--- config.mk ---
export PLATFORM = sky130hd
export DESIGN_NAME = sid_decimator
export DESIGN_NICKNAME = d
export VERILOG_FILES = /design/src/rtl/sid_pkg.sv /design/src/rtl/sid_div.sv /design/src/rtl/sid_decimator.sv
export SDC_FILE = /design/constraint.sdc
export NUM_CORES = 1
export LEC_CHECK = 0
export ABC_CLOCK_PERIOD_IN_PS = 9600
export CORE_MARGIN = 2
export CORE_UTILIZATION = 60
export CTS_CLUSTER_SIZE = 12
export DETAILED_ROUTE_END_ITERATION = 16
export MAX_ROUTING_LAYER = met4
export PLACE_DENSITY_LB_ADDON = 0.2
export SETUP_SLACK_MARGIN = 0.1
export SYNTH_ARGS = -nofsm -noshare
export SYNTH_HDL_FRONTEND = slang
export SYNTH_SLANG_ARGS = --single-unit
--- constraint.sdc ---
create_clock -name clk -period 9.6 [get_ports clk]
set_clock_uncertainty 0.1 [all_clocks]
set_input_delay 1.92 -clock clk [delete_from_list [all_inputs] [get_ports clk]]
set_output_delay 1.92 -clock clk [all_outputs]
set_load 0.01 [all_outputs]
--- src/rtl/sid_pkg.sv ---
// Shared widths, divider state encoding and output scaling for the SID
// audio decimator.
package sid_pkg;

  localparam int SID_AUDIO_W = 18;
  localparam int DEC_ACC_W   = 24;
  localparam int DEC_CNT_W   = 6;
  localparam int DIV_STEPS   = 24;

  typedef enum logic [1:0] {
    IDLE = 2'd0,
    RUN  = 2'd1,
    DONE = 2'd2
  } div_state_e;

  // Arithmetic floor by 4 of the 18-bit average down to the 16-bit output.
  function automatic logic signed [15:0] scale_q(input logic signed [SID_AUDIO_W-1:0] q);
    return 16'(q >>> 2);
  endfunction

endpackage

--- src/rtl/sid_div.sv ---
// Sequential restoring divider: signed 24-bit dividend by unsigned 6-bit
// divisor, one quotient bit per clk on the magnitude, sign restored at the end.
module sid_div
  import sid_pkg::*;
(
  input  logic                          clk,
  input  logic                          reset_n,
  input  logic                          start,
  input  logic signed [DEC_ACC_W-1:0]   dividend,
  input  logic        [DEC_CNT_W-1:0]   divisor,
  output logic                          done,
  output logic signed [SID_AUDIO_W-1:0] quotient
);

  div_state_e                   state_r;
  logic [DEC_ACC_W-1:0]         work_r;
  logic [DEC_CNT_W-1:0]         rem_r;
  logic [DEC_CNT_W-1:0]         dsr_r;
  logic                         neg_r;
  logic [4:0]                   step_r;

  logic [DEC_ACC_W-1:0]         mag_s;
  logic [DEC_CNT_W:0]           shifted_s;
  logic                         ge_s;
  logic [DEC_CNT_W-1:0]         rem_next_s;
  logic [DEC_ACC_W-1:0]         work_next_s;
  logic signed [SID_AUDIO_W-1:0] q_final_s;

  // One restoring step; quotient bits shift into the low end of work_r.
  always_comb begin
    if (dividend[DEC_ACC_W-1]) begin
      mag_s = ~dividend + 24'd1;
    end else begin
      mag_s = dividend;
    end
    shifted_s = {rem_r, work_r[DEC_ACC_W-1]};
    ge_s      = (shifted_s >= {1'b0, dsr_r});
    if (ge_s) begin
      rem_next_s = 6'(shifted_s - {1'b0, dsr_r});
    end else begin
      rem_next_s = shifted_s[DEC_CNT_W-1:0];
    end
    work_next_s = {work_r[DEC_ACC_W-2:0], ge_s};
    if (neg_r) begin
      q_final_s = 18'(~work_next_s + 24'd1);
    end else begin
      q_final_s = 18'(work_next_s);
    end
  end

  // Divider sequencer: IDLE -> RUN (24 clks) -> DONE -> IDLE.
  always_ff @(posedge clk or negedge reset_n) begin
    if (!reset_n) begin
      state_r  <= IDLE;
      work_r   <= 24'd0;
      rem_r    <= 6'd0;
      dsr_r    <= 6'd0;
      neg_r    <= 1'b0;
      step_r   <= 5'd0;
      done     <= 1'b0;
      quotient <= 18'sd0;
    end else begin
      done <= 1'b0;
      case (state_r)
        IDLE: begin
          if (start) begin
            work_r  <= mag_s;
            neg_r   <= dividend[DEC_ACC_W-1];
            dsr_r   <= divisor;
            rem_r   <= 6'd0;
            step_r  <= 5'd0;
            state_r <= RUN;
          end
        end
        RUN: begin
          work_r <= work_next_s;
          rem_r  <= rem_next_s;
          step_r <= step_r + 5'd1;
          if (step_r == 5'(DIV_STEPS - 1)) begin
            quotient <= q_final_s;
            done     <= 1'b1;
            state_r  <= DONE;
          end
        end
        DONE: begin
          state_r <= IDLE;
        end
        default: begin
          state_r <= IDLE;
        end
      endcase
    end
  end

endmodule

--- src/rtl/sid_decimator.sv ---
// Decimates 1 MHz SID stereo audio to OUT_RATE by window averaging, with a
// valid/ready output register and a sticky overrun flag.
module sid_decimator
  import sid_pkg::*;
#(
  parameter int IN_RATE  = 1000000,
  parameter int OUT_RATE = 48000
)
(
  input  logic                          clk,
  input  logic                          reset_n,
  input  logic                          ce_1m,
  input  logic signed [SID_AUDIO_W-1:0] audio_l,
  input  logic signed [SID_AUDIO_W-1:0] audio_r,
  output logic signed [15:0]            out_l,
  output logic signed [15:0]            out_r,
  output logic                          out_valid,
  input  logic                          out_ready,
  output logic                          overrun
);

  logic [19:0]                   phase_r;
  logic signed [DEC_ACC_W-1:0]   acc_left_r;
  logic signed [DEC_ACC_W-1:0]   acc_right_r;
  logic [DEC_CNT_W-1:0]          cnt_r;
  logic                          start_r;
  logic signed [DEC_ACC_W-1:0]   sum_left_r;
  logic signed [DEC_ACC_W-1:0]   sum_right_r;
  logic [DEC_CNT_W-1:0]          n_r;

  logic [20:0]                   phase_inc_s;
  logic                          close_s;
  logic [19:0]                   phase_next_s;
  logic signed [DEC_ACC_W-1:0]   sum_left_s;
  logic signed [DEC_ACC_W-1:0]   sum_right_s;
  logic                          done_left_s;
  logic                          done_right_s;
  logic signed [SID_AUDIO_W-1:0] q_left_s;
  logic signed [SID_AUDIO_W-1:0] q_right_s;

  // Phase step, window-close decision and running sums including this sample.
  always_comb begin
    phase_inc_s = {1'b0, phase_r} + 21'(OUT_RATE);
    close_s     = (phase_inc_s >= 21'(IN_RATE));
    if (close_s) begin
      phase_next_s = 20'(phase_inc_s - 21'(IN_RATE));
    end else begin
      phase_next_s = phase_inc_s[19:0];
    end
    sum_left_s  = acc_left_r  + {{(DEC_ACC_W-SID_AUDIO_W){audio_l[SID_AUDIO_W-1]}}, audio_l};
    sum_right_s = acc_right_r + {{(DEC_ACC_W-SID_AUDIO_W){audio_r[SID_AUDIO_W-1]}}, audio_r};
  end

  // Accumulate on every ce_1m; on window close hand the totals to the dividers.
  always_ff @(posedge clk or negedge reset_n) begin
    if (!reset_n) begin
      phase_r     <= 20'd0;
      acc_left_r  <= 24'sd0;
      acc_right_r <= 24'sd0;
      cnt_r       <= 6'd0;
      start_r     <= 1'b0;
      sum_left_r  <= 24'sd0;
      sum_right_r <= 24'sd0;
      n_r         <= 6'd0;
    end else begin
      start_r <= 1'b0;
      if (ce_1m) begin
        phase_r <= phase_next_s;
        if (close_s) begin
          sum_left_r  <= sum_left_s;
          sum_right_r <= sum_right_s;
          n_r         <= cnt_r + 6'd1;
          start_r     <= 1'b1;
          acc_left_r  <= 24'sd0;
          acc_right_r <= 24'sd0;
          cnt_r       <= 6'd0;
        end else begin
          acc_left_r  <= sum_left_s;
          acc_right_r <= sum_right_s;
          cnt_r       <= cnt_r + 6'd1;
        end
      end
    end
  end

  sid_div u_div_left (
    .clk      (clk),
    .reset_n  (reset_n),
    .start    (start_r),
    .dividend (sum_left_r),
    .divisor  (n_r),
    .done     (done_left_s),
    .quotient (q_left_s)
  );

  sid_div u_div_right (
    .clk      (clk),
    .reset_n  (reset_n),
    .start    (start_r),
    .dividend (sum_right_r),
    .divisor  (n_r),
    .done     (done_right_s),
    .quotient (q_right_s)
  );

  // Output register: a held, untaken sample wins over a new one (overrun).
  always_ff @(posedge clk or negedge reset_n) begin
    if (!reset_n) begin
      out_l     <= 16'sd0;
      out_r     <= 16'sd0;
      out_valid <= 1'b0;
      overrun   <= 1'b0;
    end else if (done_left_s && done_right_s) begin
      if (!out_valid || out_ready) begin
        out_l     <= scale_q(q_left_s);
        out_r     <= scale_q(q_right_s);
        out_valid <= 1'b1;
      end else begin
        overrun <= 1'b1;
      end
    end else if (out_valid && out_ready) begin
      out_valid <= 1'b0;
    end
  end

endmodule

==> results of run 1 <==
-- stage by stage --
stage | instance area, µm² | hold WS [ns] | setup WS, ns | power [mW] | utilization
3_3_place_gp | 16200 | 0.362 | 4.44 | 4.27 | 0.647
4_1_cts | 17100 | 0.378 | 4.95 | 5.46 | 0.683
3_5_place_dp | 16200 | 0.361 | 4.38 | 4.36 | 0.647
2_1_floorplan | 15300 | 0.349 | 5.09 | 3.78 | -
5_1_grt | 17100 | 0.386 | 4.66 | 5.90 | 0.683
6_report | 17100 | 0.369 | 4.90 | 5.46 | 0.683
-- layout make-up --
type                            instances  area [µm²]  share of cell area
Clock inverter                          6        83.8             0.00489
Tap cell                              330         413              0.0241
Clock buffer                           41         811              0.0473
Timing Repair Buffer                   83         823              0.0480
Multi-Input combinational cell       1179        7840               0.457
Inverter                               52         196              0.0115
Sequential cell                       279        6980               0.407
-- where the power goes --
part | total, mW | internal, mW | switching, mW | leakage, nW
sequential | 1.96 | 1.54 | 0.415 | 3.63
clock | 1.08 | 0.633 | 0.442 | 0.440
combinational | 2.43 | 1.03 | 1.40 | 3.57
total | 5.46 | 3.20 | 2.26 | 7.64
-- cells in the mapped netlist, drive strengths merged (7+ instances only) --
library cell	n
ha	68
nor3	11
inv	50
nor2	98
xnor2	47
o31ai	30
o21bai	8
nor4	14
nand2b	17
a22oi	40
buf	18
and3	10
dfrtp	279
o21a	10
o2bb2ai	43
mux2i	8
or4	11
a21boi	7
o22ai	16
and2	7
nor2b	13
a21oi	98
o21ai	179
a21o	21
xor2	91
a31oi	7
clkbuf	58
mux2	45
o41ai	13
nand2	177
nand3	26
-- cell families after synthesis --
| logic type | after synthesis | share of synthesized area |
|---|---|---|
| AO/OA/AOI/OAI | 502 | 0.208 |
| XOR/XNOR | 138 | 0.0789 |
| adder cells (fa/ha/maj) | 72 | 0.0608 |
| buffers and inverters | 128 | 0.0334 |
| flip-flops | 279 | 0.456 |
| multiplexers | 53 | 0.0383 |
| AND/OR/NAND/NOR | 414 | 0.125 |
-- worst register-to-register path, delay by kind of cell, from the launching register on --
family / cells / cell delay [ns]
multiplexers: 1 / 0.45
flip-flops: 1 / 0.51
AO/OA/AOI/OAI: 2 / 0.33
buffers and inverters: 3 / 1.35
adder cells (fa/ha/maj): 1 / 0.31
AND/OR/NAND/NOR: 5 / 1.13
-- per-layer routing --
layer | share of wire | wire length, µm
met5 | 0 | 0
met4 | 0.015 | 488
met3 | 0.044 | 1400
met2 | 0.45 | 14300
met1 | 0.49 | 15900
-- sequential cells by signal, indices dropped and copies added (netlist names), 14 cells and up --
name / flops
u_div_right.quotient: 16
u_div_left.work_r: 24
acc_right_r: 24
acc_left_r: 24
phase_r: 14
out_r: 16
out_l: 16
sum_right_r: 24
u_div_right.work_r: 24
u_div_left.quotient: 16
sum_left_r: 24
-- path summary, 6_finish.rpt --
path	cells past startpoint	to	start
hold / removal	1	overrun$_DFFE_PN0P_	overrun$_DFFE_PN0P_
min in group asynchronous	1	u_div_left.step_r[3]$_DFFE_PN0P_	reset_n
hold reg to reg	1	overrun$_DFFE_PN0P_	overrun$_DFFE_PN0P_
setup reg to reg	12	sum_right_r[6]$_DFFE_PN0P_	phase_r[7]$_DFFE_PN0P_
setup / recovery	13	acc_right_r[22]$_DFFE_PN0P_	audio_r[0]
max in group asynchronous	2	u_div_right.rem_r[2]$_DFFE_PN0P_	reset_n
==> results.txt, run 1 <==
- The run finished with clean final reports.
- Leaving out fill and tap cells, the most frequent cell in the layout is sky130_fd_sc_hd__dfrtp_1.
- Leading cell types in the layout, fill and taps excluded: 279 x sky130_fd_sc_hd__dfrtp_1, 175 x sky130_fd_sc_hd__nand2_1, 149 x sky130_fd_sc_hd__o21ai_0
* Reg-to-reg slack, setup: 5.32 ns
- VDD sags by at most 0.000176 V.
* Power per cell area: 319 mW/mm²
- In this run the cell area of the synthesized design comes to 0.0153 mm².
- Counting the buffers created by CTS gives 29.
- After global routing, the most crowded layer is met2.
- Residual DRC count: 0
- Count of buffers from port buffering: 73
- From left edge to right edge, the die measures 164 µm.
- Final total negative setup slack: 0 ns
- Leakage power of the design: 7.64 nW
- For this configuration, the core starts out at a cell density of 0.610.
* Final HPWL from detailed placement: 22000 µm
- The most numerous cell type found on the critical path is sky130_fd_sc_hd__o21ai_0.
* Worst-path cell chain: clkdlybuf4s50_1 > ha_1 > fa_1 > a21o_1 > a21oi_1 > o21ai_0 > a211o_1 > a41o_1 > nand3_1 > o21ai_0 > a221oi_1 > xor2_1 > o2bb2ai_1
- Data on the critical path is required at its endpoint by 9.90 ns.
- CTS built an H-tree with a depth of 1.
* Share of cells above drive strength 1: 0.0689
- Cell taking the most area after synthesis: sky130_fd_sc_hd__dfrtp_1
- Final non-filler cell total: 1970
* Main area contributors after synthesis: sky130_fd_sc_hd__dfrtp_1 46%, sky130_fd_sc_hd__ha_1 5.6%, sky130_fd_sc_hd__xor2_1 5.2%
* Async SR Flop Fraction: 1.00
- First-pass GRT wire length: 54500 µm
- The floorplan has 58 rows.
- After global routing the overflow that remains totals 0.
- M2 GR Usage: 0.376
- The number of global-route vias before repair came to 11100.
- Fill cells in the final layout number 2024.
- Vias per std cell: 5.95
- For this run, the leading register cell type out of synthesis is sky130_fd_sc_hd__dfrtp_1.
- Post-CTS setup-driven buffer insertion count: 0
- Layout Nets: 1736
- Classification of the worst setup path: in2reg
- In this run, distinct cell masters in the synthesized netlist total 73.
* Gate count after technology mapping: 1586
- Register bit count reported by yosys: 279
* Clock transition at path regs: 0.06 ns
- Worst skew pair latency: 0.55 ns
* Global routing met3 resource utilization: 0.0278
- Crit path time final: 4.70 ns
- Clock tree from TritonCTS: yes
- Post-placement cell count: 1923
- Slowest library cell on the worst path: sky130_fd_sc_hd__clkdlybuf4s50_1
- Placer congestion estimate: 0.859
- Peak Freq: 213 MHz
- Grt met1 use: 0.371
* Worst EP arrival: 5.01 ns
* Top cell family by delay on the critical path: compound AO/OA/AOI/OAI gates
* Antenna violation net count after detailed routing: 0
- Syn nets: 1698
- At the pin with the least slew margin, the transition time is 1.06 ns.
- Post-cts repair resize count: 0
* Die height: 164 µm
- Drt total wl: 32100 µm
- Worst setup SP type: input pin
- After floorplanning, the core was sized to cover 0.0251 mm².
- Number of buffer and inverter instances along the worst setup path: 1
- Pins Over Slew Limit: 0
- Yosys top cell area share: 0.456
- Total of warnings raised by yosys: 0
* Mean area per synthesized cell: 9.66 µm²
- Clock buffer depth: 3
- The worst pin sits at a relative slew slack of 0.296.
* Final setup violation count: 0
- The cell sitting at the root of the clock tree is a sky130_fd_sc_hd__clkbuf_16.
- In the final routed layout, each cell accounts on average for 16.3 µm.
- Via count: 11700
* Number of hold buffers added after CTS: 0
* Largest net degree at the start of global routing: 174
- Drt initial violations: 930
- Max-cap violations in this run came to 0.
- The tightest min-delay check is of the reg2reg type.
- Clk sinks: 279
- The die covers 0.0268 mm².
- Crit end category: register
- Setup repair after global routing missed its margin: false
* Largest fanout on the critical path: 4
- Final Hold Vio Count: 0
* Crit path largest cell delay: 0.41 ns
- For this run, the register share of the synthesized area comes to 0.456.
- Final clock period utilization by the worst path: 0.490
- Counting flops with a built-in enable in the synthesized netlist gives 0.
- The initial antenna violation count is 0.
* Total Routing Usage GR: 0.251
* Count of antenna diodes in the layout: 0
- The first detailed-routing pass took 5 iterations.
* Post-synthesis to final-layout area growth: 11.9%
* Count of boundary I/O pins: 74
Note: power is estimated with default switching activity, not from simulation.
==> inputs of run 2 (changes only) <==
Settings changed: ABC_CLOCK_PERIOD_IN_PS 9600 to 4700.
Clock period 9.6 ns to 4.7 ns, I/O delays scaled along.
==> results.txt, run 2 (synthesis results as in run 1) <==
* Total Routing Usage GR: 0.258 (+0.00697)
- The number of global-route vias before repair was 11500 (+4.0%).
* Die footprint: 0.0268 mm² (unchanged)
* Data required time at the worst endpoint: 5.02 ns (-4.88 ns)
* Slowest library cell on the worst path: sky130_fd_sc_hd__dfrtp_1
- The CTS H-tree depth came to 1 (unchanged).
* Largest fanout on the critical path: 35 (+31)
* Crit path largest cell delay: 0.52 ns (+0.11 ns)
- Measured slew at the worst slew-check pin: 1.05 ns (-0.00620 ns)
- The wire length reported by the detailed router was 32600 µm (+1.4%).
* Crit path time final: 3.83 ns
- Total power: 11.3 mW (+110%)
* Core outline area: 0.0251 mm² (unchanged)
* Final Hold Vio Count: 0 (unchanged)
- Relative to the synthesized area, the layout overhead comes to 12.6%.
* First-pass GRT wire length: 56000 µm (+2.8%)
* Layout Nets: 1741 (+0.29%)
* Commonest non-fill, non-tap cell in the layout: sky130_fd_sc_hd__dfrtp_1
* Count of standard-cell rows: 58 (unchanged)
* Routed wirelength normalized by instance count: 16.5 µm (+1.1%)
- Worst setup SP type: register
* Peak Freq: 261 MHz
- The horizontal die dimension was 164 µm (unchanged).
- Post-CTS setup-driven buffer insertion count: 0 (unchanged)
* Depth of the most critical reg-to-reg path: 12 (unchanged)
* Antenna violations before repair: 0 (unchanged)
- The worst setup path is captured at a register.
- The first-pass iteration count of the detailed router was 5 (unchanged).
- The post-detailed-route DRC marker count was 0 (unchanged).
- Share of cells above drive strength 1: 0.0753 (+0.00643)
- The initial standard-cell utilization of the core is 0.610 (unchanged).
* Die height: 164 µm (unchanged)
- The power density of the placed cells was 654 mW/mm² (+110%).
* Clock buffer depth: 3 (unchanged)
* Outcome: finished clean
* Number of hold buffers added after CTS: 0 (unchanged)
* Placer congestion estimate: 0.905 (+5.3%)
- Clock tree from TritonCTS: yes
- The clock insertion delay at the later pin of the skew report was 0.54 ns (about the same).
* Pins Over Slew Limit: 0 (unchanged)
* Worst max-slew margin expressed relative to the limit: 0.298 (+0.00217)
- The count of clock tree sinks is 279 (unchanged).
- The area of the multi-input gates is 0.00784 mm² (unchanged).
* Total CTS buffers: 30 (+3.4%)
- Count of buffers from port buffering: 73 (unchanged)
* Final clock period utilization by the worst path: 0.814
- Vias per std cell: 5.95 (about the same)
- Setup repair after global routing missed its margin: false
* Leakage power of the design: 7.70 nW (+0.82%)
* Largest net degree at the start of global routing: 110 (-37%)
- The data arrival time at the worst-slack endpoint was 4.15 ns (-0.86 ns).
- The combined flip-flop and latch cell area is 0.00698 mm² (unchanged).
- GRT overflow: 0 (unchanged)
- The detailed-route via count is 11800 (+0.38%).
* Final HPWL from detailed placement: 22600 µm (+2.5%)
* Drt initial violations: 921 (-0.97%)
- Count of boundary I/O pins: 74 (unchanged)
* Filler cell count: 2014 (-0.49%)
* Final total negative setup slack: 0 ns (unchanged)
- The worst setup path is of the reg2reg kind.
- Final setup violation count: 0 (unchanged)
- Final cell utilization of the core: 0.687 (+0.00443)
- The clock transition at the register clock pins on the worst setup and hold paths after CTS came to 0.06 ns (about the same).
* Post-cts repair resize count: 0 (unchanged)
- Master cell of the clock root buffer: sky130_fd_sc_hd__clkbuf_16
* Worst ir drop on vdd: 0.000489 V (+180%)
- Leading cell types in the layout, fill and taps excluded: 279 x sky130_fd_sc_hd__dfrtp_1, 175 x sky130_fd_sc_hd__nand2_1, 149 x sky130_fd_sc_hd__o21ai_0
- Worst-path cell chain: inv_1 > ha_1 > nand2b_1 > a21boi_0 > or3_1 > nand2_1 > nor3b_1 > o22ai_2 > nand2_2 > buf_4 > clkinv_2 > mux2_2
* Count of antenna diodes in the layout: 0 (unchanged)
- Antenna violation net count after detailed routing: 0 (unchanged)
- The number of max-cap violations came to 0 (unchanged).
- In this run the worst hold path is classified as in2async.
[run 2: cell types whose count changed in the layout (fill, tap and decap cells not counted), sizes merged]
cell,before,now
clkinvlp,0,1
inv,51,50
clkinv,5,7
buf,11,15
[run 2: layout make-up]
class / count / area share
Clock buffer: 41 / 0.0512
Clock inverter: 8 / 0.00537
Inverter: 52 / 0.0114
Multi-Input combinational cell: 1179 / 0.454
Sequential cell: 279 / 0.405
Tap cell: 330 / 0.0239
Timing Repair Buffer: 87 / 0.0495
[run 2: power by group]
part           total [mW]  leakage, nW  switching [mW]  internal (mW)
clock network        2.31        0.484           0.911           1.40
logic                4.98         3.58            2.88           2.11
registers            3.99         3.63           0.846           3.15
total                11.3         7.70            4.64           6.66
[run 2: critical path: cells and delay by family, from the launching register on]
kind	cells	cell delay [ns]
simple gates	5	1.12
mux	1	0.41
fa+ha+maj	1	0.32
buf+inv	3	0.89
flops	1	0.52
compound gates	2	0.33
[run 2: routing by layer]
layer | track usage | wire length, µm | vias to the layer above
li1 | - | - | 5779
met1 | 0.378 | 16000 | 5699
met2 | 0.394 | 14800 | 238
met3 | 0.0260 | 1310 | 43
met4 | 0.0530 | 438 | 0
met5 | - | 0 | -
[run 2: final timing paths]
kind                                   startpoint                                   to  slack [ns]
max                        phase_r[7]$_DFFE_PN0P_            sum_left_r[4]$_DFFE_PN0P_        0.87
min                                       reset_n  u_div_left.quotient[11]$_DFFE_PN0P_        0.35
max reg2reg                phase_r[7]$_DFFE_PN0P_            sum_left_r[4]$_DFFE_PN0P_        0.87
min reg2reg                   overrun$_DFFE_PN0P_                  overrun$_DFFE_PN0P_        0.38
max in group asynchronous                 reset_n          acc_right_r[15]$_DFFE_PN0P_        3.11
min in group clk              overrun$_DFFE_PN0P_                  overrun$_DFFE_PN0P_        0.38
[run 2: through the flow]
stage          hold slack, ns  area [µm²]  instances  setup slack [ns]
2_1_floorplan           0.349       15300       1586              1.17
3_3_place_gp            0.362       16300       1927             0.516
3_5_place_dp            0.373       16300       1927             0.438
4_1_cts                 0.385       17300       1976             0.904
5_1_grt                 0.401       17300       1976             0.561
6_report                0.347       17300       1976             0.873
==> inputs of run 3 (changes only) <==
Settings changed: ABC_CLOCK_PERIOD_IN_PS 4700 to 3600.
Clock period 4.7 ns to 3.6 ns, I/O delays scaled along.
==> results.txt, run 3 (synthesis results as in run 1) <==
* Die footprint: 0.0268 mm² (unchanged)
- The wire length of the first global-routing pass is 56600 µm (+1.0%).
- The number of buffer and inverter instances along the worst setup path was 2 (-1).
- Traced cell by cell, the critical path runs through inv_1 > ha_1 > nor2b_1 > or4_1 > a211oi_2 > a21oi_1 > or2_1 > o22ai_2 > nand2_2 > inv_4 > mux2_2.
- The wire length reported by the detailed router was 33000 µm (+1.5%).
* Count of standard-cell rows: 58 (unchanged)
* Power per cell area: 856 mW/mm² (+31%)
- The pin slew with the least headroom to its limit is 1.02 ns (-0.0335 ns).
* Number of max-capacitance violations reported: 0 (unchanged)
* Classification of the worst setup path: reg2reg
- Part of the total power dissipated in the clock network: 0.198 (-0.007)
* GRT overflow: 0 (unchanged)
- The net switching power was 6.17 mW (+33%).
- Clock tree from TritonCTS: yes
- The top achievable clock speed is 302 MHz (+16%).
- The hold buffer count at CTS was 0 (unchanged).
- Post-route cell area: 0.0176 mm² (+2.0%)
- Setup repair after global routing could not meet its margin everywhere.
* Pins Over Slew Limit: 0 (unchanged)
- Final clock period utilization by the worst path: 0.920 (+0.106)
- The clock insertion delay at the later pin of the skew report was 0.56 ns (+0.02 ns).
- Final HPWL from detailed placement: 23400 µm (+3.5%)
- Final cell utilization of the core: 0.701 (+0.0135)
- Residual DRC count: 0 (unchanged)
- Post-Route M1 WL: 16100 µm (+0.48%)
- Depth of the most critical reg-to-reg path: 11 (-1)
- Met3 WL: 1260 µm (-3.8%)
* Count of buffers from port buffering: 73 (unchanged)
- The CTS H-tree depth is 1 (unchanged).
- The top fanout value on the critical path was 27 (-23%).
- The via count normalized by instance count is 5.89 (-0.99%).
- The total of endpoints with negative setup slack in the final report is 0 (unchanged).
* Crit path time final: 3.31 ns (-0.516 ns)
* Reg2reg end: sum_right_r[6]$_DFFE_PN0P_
- Antenna violations before repair: 0 (unchanged)
* Routed length on met2: 15200 µm (+2.3%)
- Count of boundary I/O pins: 74 (unchanged)
- The number of nets with antenna violations after routing is 0 (unchanged).
* Placer congestion estimate: 0.908 (+0.38%)
- The horizontal die dimension came to 164 µm (unchanged).
- Reg-to-reg slack, setup: 0.29 ns (-0.58 ns)
- The peak supply drop is 0.000644 V (+32%).
- Reg power frac: 0.347 (-0.007)
- The count of clock tree sinks came to 279 (unchanged).
* First-pass iteration count of the detailed router: 5 (unchanged)
- Share of power burned in combinational logic: 0.455 (+0.014)
* Reg-to-reg startpoint: phase_r[8]$_DFFE_PN0P_
* Crit path largest cell delay: 0.43 ns (-0.09 ns)
- The number of placed instances with taps included came to 1968 (+2.1%).
* Final non-filler cell total: 2014 (+1.9%)
- Clock buffer depth: 3 (unchanged)
- The core box area came to 0.0251 mm² (unchanged).
- The clock transition at the register clock pins on the worst setup and hold paths after CTS was 0.06 ns (about the same).
- Final Hold Vio Count: 0 (unchanged)
* Outcome: finished clean
* Slowest library cell on the worst path: sky130_fd_sc_hd__or4_1
* Tightest Hold Check Type: in2async
- The number of buffers created by CTS came to 30 (unchanged).
- The worst setup path is launched from a register.
* Via count: 11900 (+0.91%)
- Top routing layer in use: met4
- Top cell family by delay on the critical path: simple AND/OR/NAND/NOR gates
- Internal Dissipation: 8.88 mW (+33%)
- Worst max-slew margin expressed relative to the limit: 0.322 (+0.0243)
- The standby leakage power is 7.90 nW (+2.6%).
* Drt initial violations: 863 (-6.3%)
- The fraction of power spent switching nets was 0.410 (about the same).
- The number of nets in the finished design was 1783 (+2.4%).
* Share of cells above drive strength 1: 0.0992 (+0.0238)
- The count of fill cells added during filler insertion came to 1976 (-1.9%).
- Vias in the first global route: 11600 (+0.47%)
- Count of antenna diodes in the layout: 0 (unchanged)
- The root buffer cell chosen for the clock tree is sky130_fd_sc_hd__clkbuf_16.
* Total power: 15.1 mW (+33%)
- Data required time at the worst endpoint: 3.93 ns (-1.09 ns)
- Largest net degree at the start of global routing: 89 (-19%)
- The combined global-route utilization of all metal layers came to 0.261 (+0.00349).
- Routed wirelength normalized by instance count: 16.4 µm (-0.45%)
* Commonest non-fill, non-tap cell in the layout: sky130_fd_sc_hd__dfrtp_1
- Initial core utilization: 0.610 (unchanged)
- The area growth from synthesis to layout is 14.8%.
- Die height: 164 µm (unchanged)
- Leading cell types in the layout, fill and taps excluded: 279 x sky130_fd_sc_hd__dfrtp_1, 175 x sky130_fd_sc_hd__nand2_1, 148 x sky130_fd_sc_hd__o21ai_0
* Placed cell areas: 0.0166 mm² (+2.1%)
- The data arrival time at the worst-slack endpoint is 3.64 ns (-0.51 ns).
- Crit end category: register
[run 3: changes by cell type in the layout (fill, tap and decap cells not counted), sizes merged]
cell    previous run  this run
inv               50        51
clkbuf            41        34
bufinv             2         3
buf               15        57
clkinv             7         8
[run 3: what timing repair did]
item                                    CTS  global route
hold endpoints to repair                  0             0
endpoints found under the setup margin    0            22
setup buffers                             0             1
resized for setup                         0             7
[run 3: per-stage QoR]
step	hold slack [ns]	setup TNS [ns]	worst slack, ns
2_1_floorplan	0.324	0	0.290
3_3_place_gp	0.360	-1.38	-0.261
3_5_place_dp	0.366	-3.09	-0.343
4_1_cts	0.0874	0	0.194
5_1_grt	0.113	0	0.0922
6_report	0.0404	0	0.289
[run 3: layout make-up]
| cell class | count | area, µm² | share of cell area |
|---|---|---|---|
| clock buffer | 34 | 796 | 0.0452 |
| timing repair buffer | 129 | 1210 | 0.0688 |
| sequential | 279 | 6980 | 0.397 |
| tap | 330 | 413 | 0.0235 |
| multi-input combinational | 1179 | 7850 | 0.446 |
| clock inverter | 11 | 148 | 0.00839 |
| inverter | 52 | 198 | 0.0112 |
[run 3: worst max path at each step]
stage / slack, ns / startpoint / cells after the start / endpoint
final: 0.29 / phase_r[8]$_DFFE_PN0P_ / 11 / sum_right_r[6]$_DFFE_PN0P_
after floorplan: 0.29 / audio_r[0] / 12 / sum_right_r[22]$_DFFE_PN0P_
after global routing: 0.09 / phase_r[8]$_DFFE_PN0P_ / 13 / phase_r[14]$_DFFE_PN0P_
after detailed placement: -0.34 / audio_r[0] / 13 / acc_right_r[22]$_DFFE_PN0P_
after global placement: -0.26 / audio_r[0] / 13 / sum_right_r[22]$_DFFE_PN0P_
after CTS: 0.19 / u_div_right.rem_r[0]$_DFFE_PN0P_ / 11 / u_div_right.quotient[17]$_DFFE_PN0P_
[run 3: power groups by stage]
stage	clock network, mW	logic [mW]	registers (mW)
6_report	2.99	6.85	5.22
5_1_grt	3.16	7.72	5.38
4_1_cts	3.05	6.81	5.19
3_5_place_dp	0	6.75	5.22
3_3_place_gp	0	6.53	5.17
2_1_floorplan	0	5.27	4.81
[run 3: per-layer routing]
| metal | up-vias | global-route usage |
|---|---|---|
| li1 | 5861 | - |
| met1 | 5736 | 0.380 |
| met2 | 223 | 0.406 |
| met3 | 46 | 0.0242 |
| met4 | 0 | 0.0494 |
| met5 | - | - |
[run 3: worst register-to-register path: stages (launching register included)]
cell,delay [ns]
sky130_fd_sc_hd__dfrtp_1,0.39
sky130_fd_sc_hd__inv_1,0.12
sky130_fd_sc_hd__ha_1,0.29
sky130_fd_sc_hd__nor2b_1,0.20
sky130_fd_sc_hd__or4_1,0.43
sky130_fd_sc_hd__a211oi_2,0.31
sky130_fd_sc_hd__a21oi_1,0.08
sky130_fd_sc_hd__or2_1,0.28
sky130_fd_sc_hd__o22ai_2,0.18
sky130_fd_sc_hd__nand2_2,0.14
sky130_fd_sc_hd__inv_4,0.29
sky130_fd_sc_hd__mux2_2,0.38
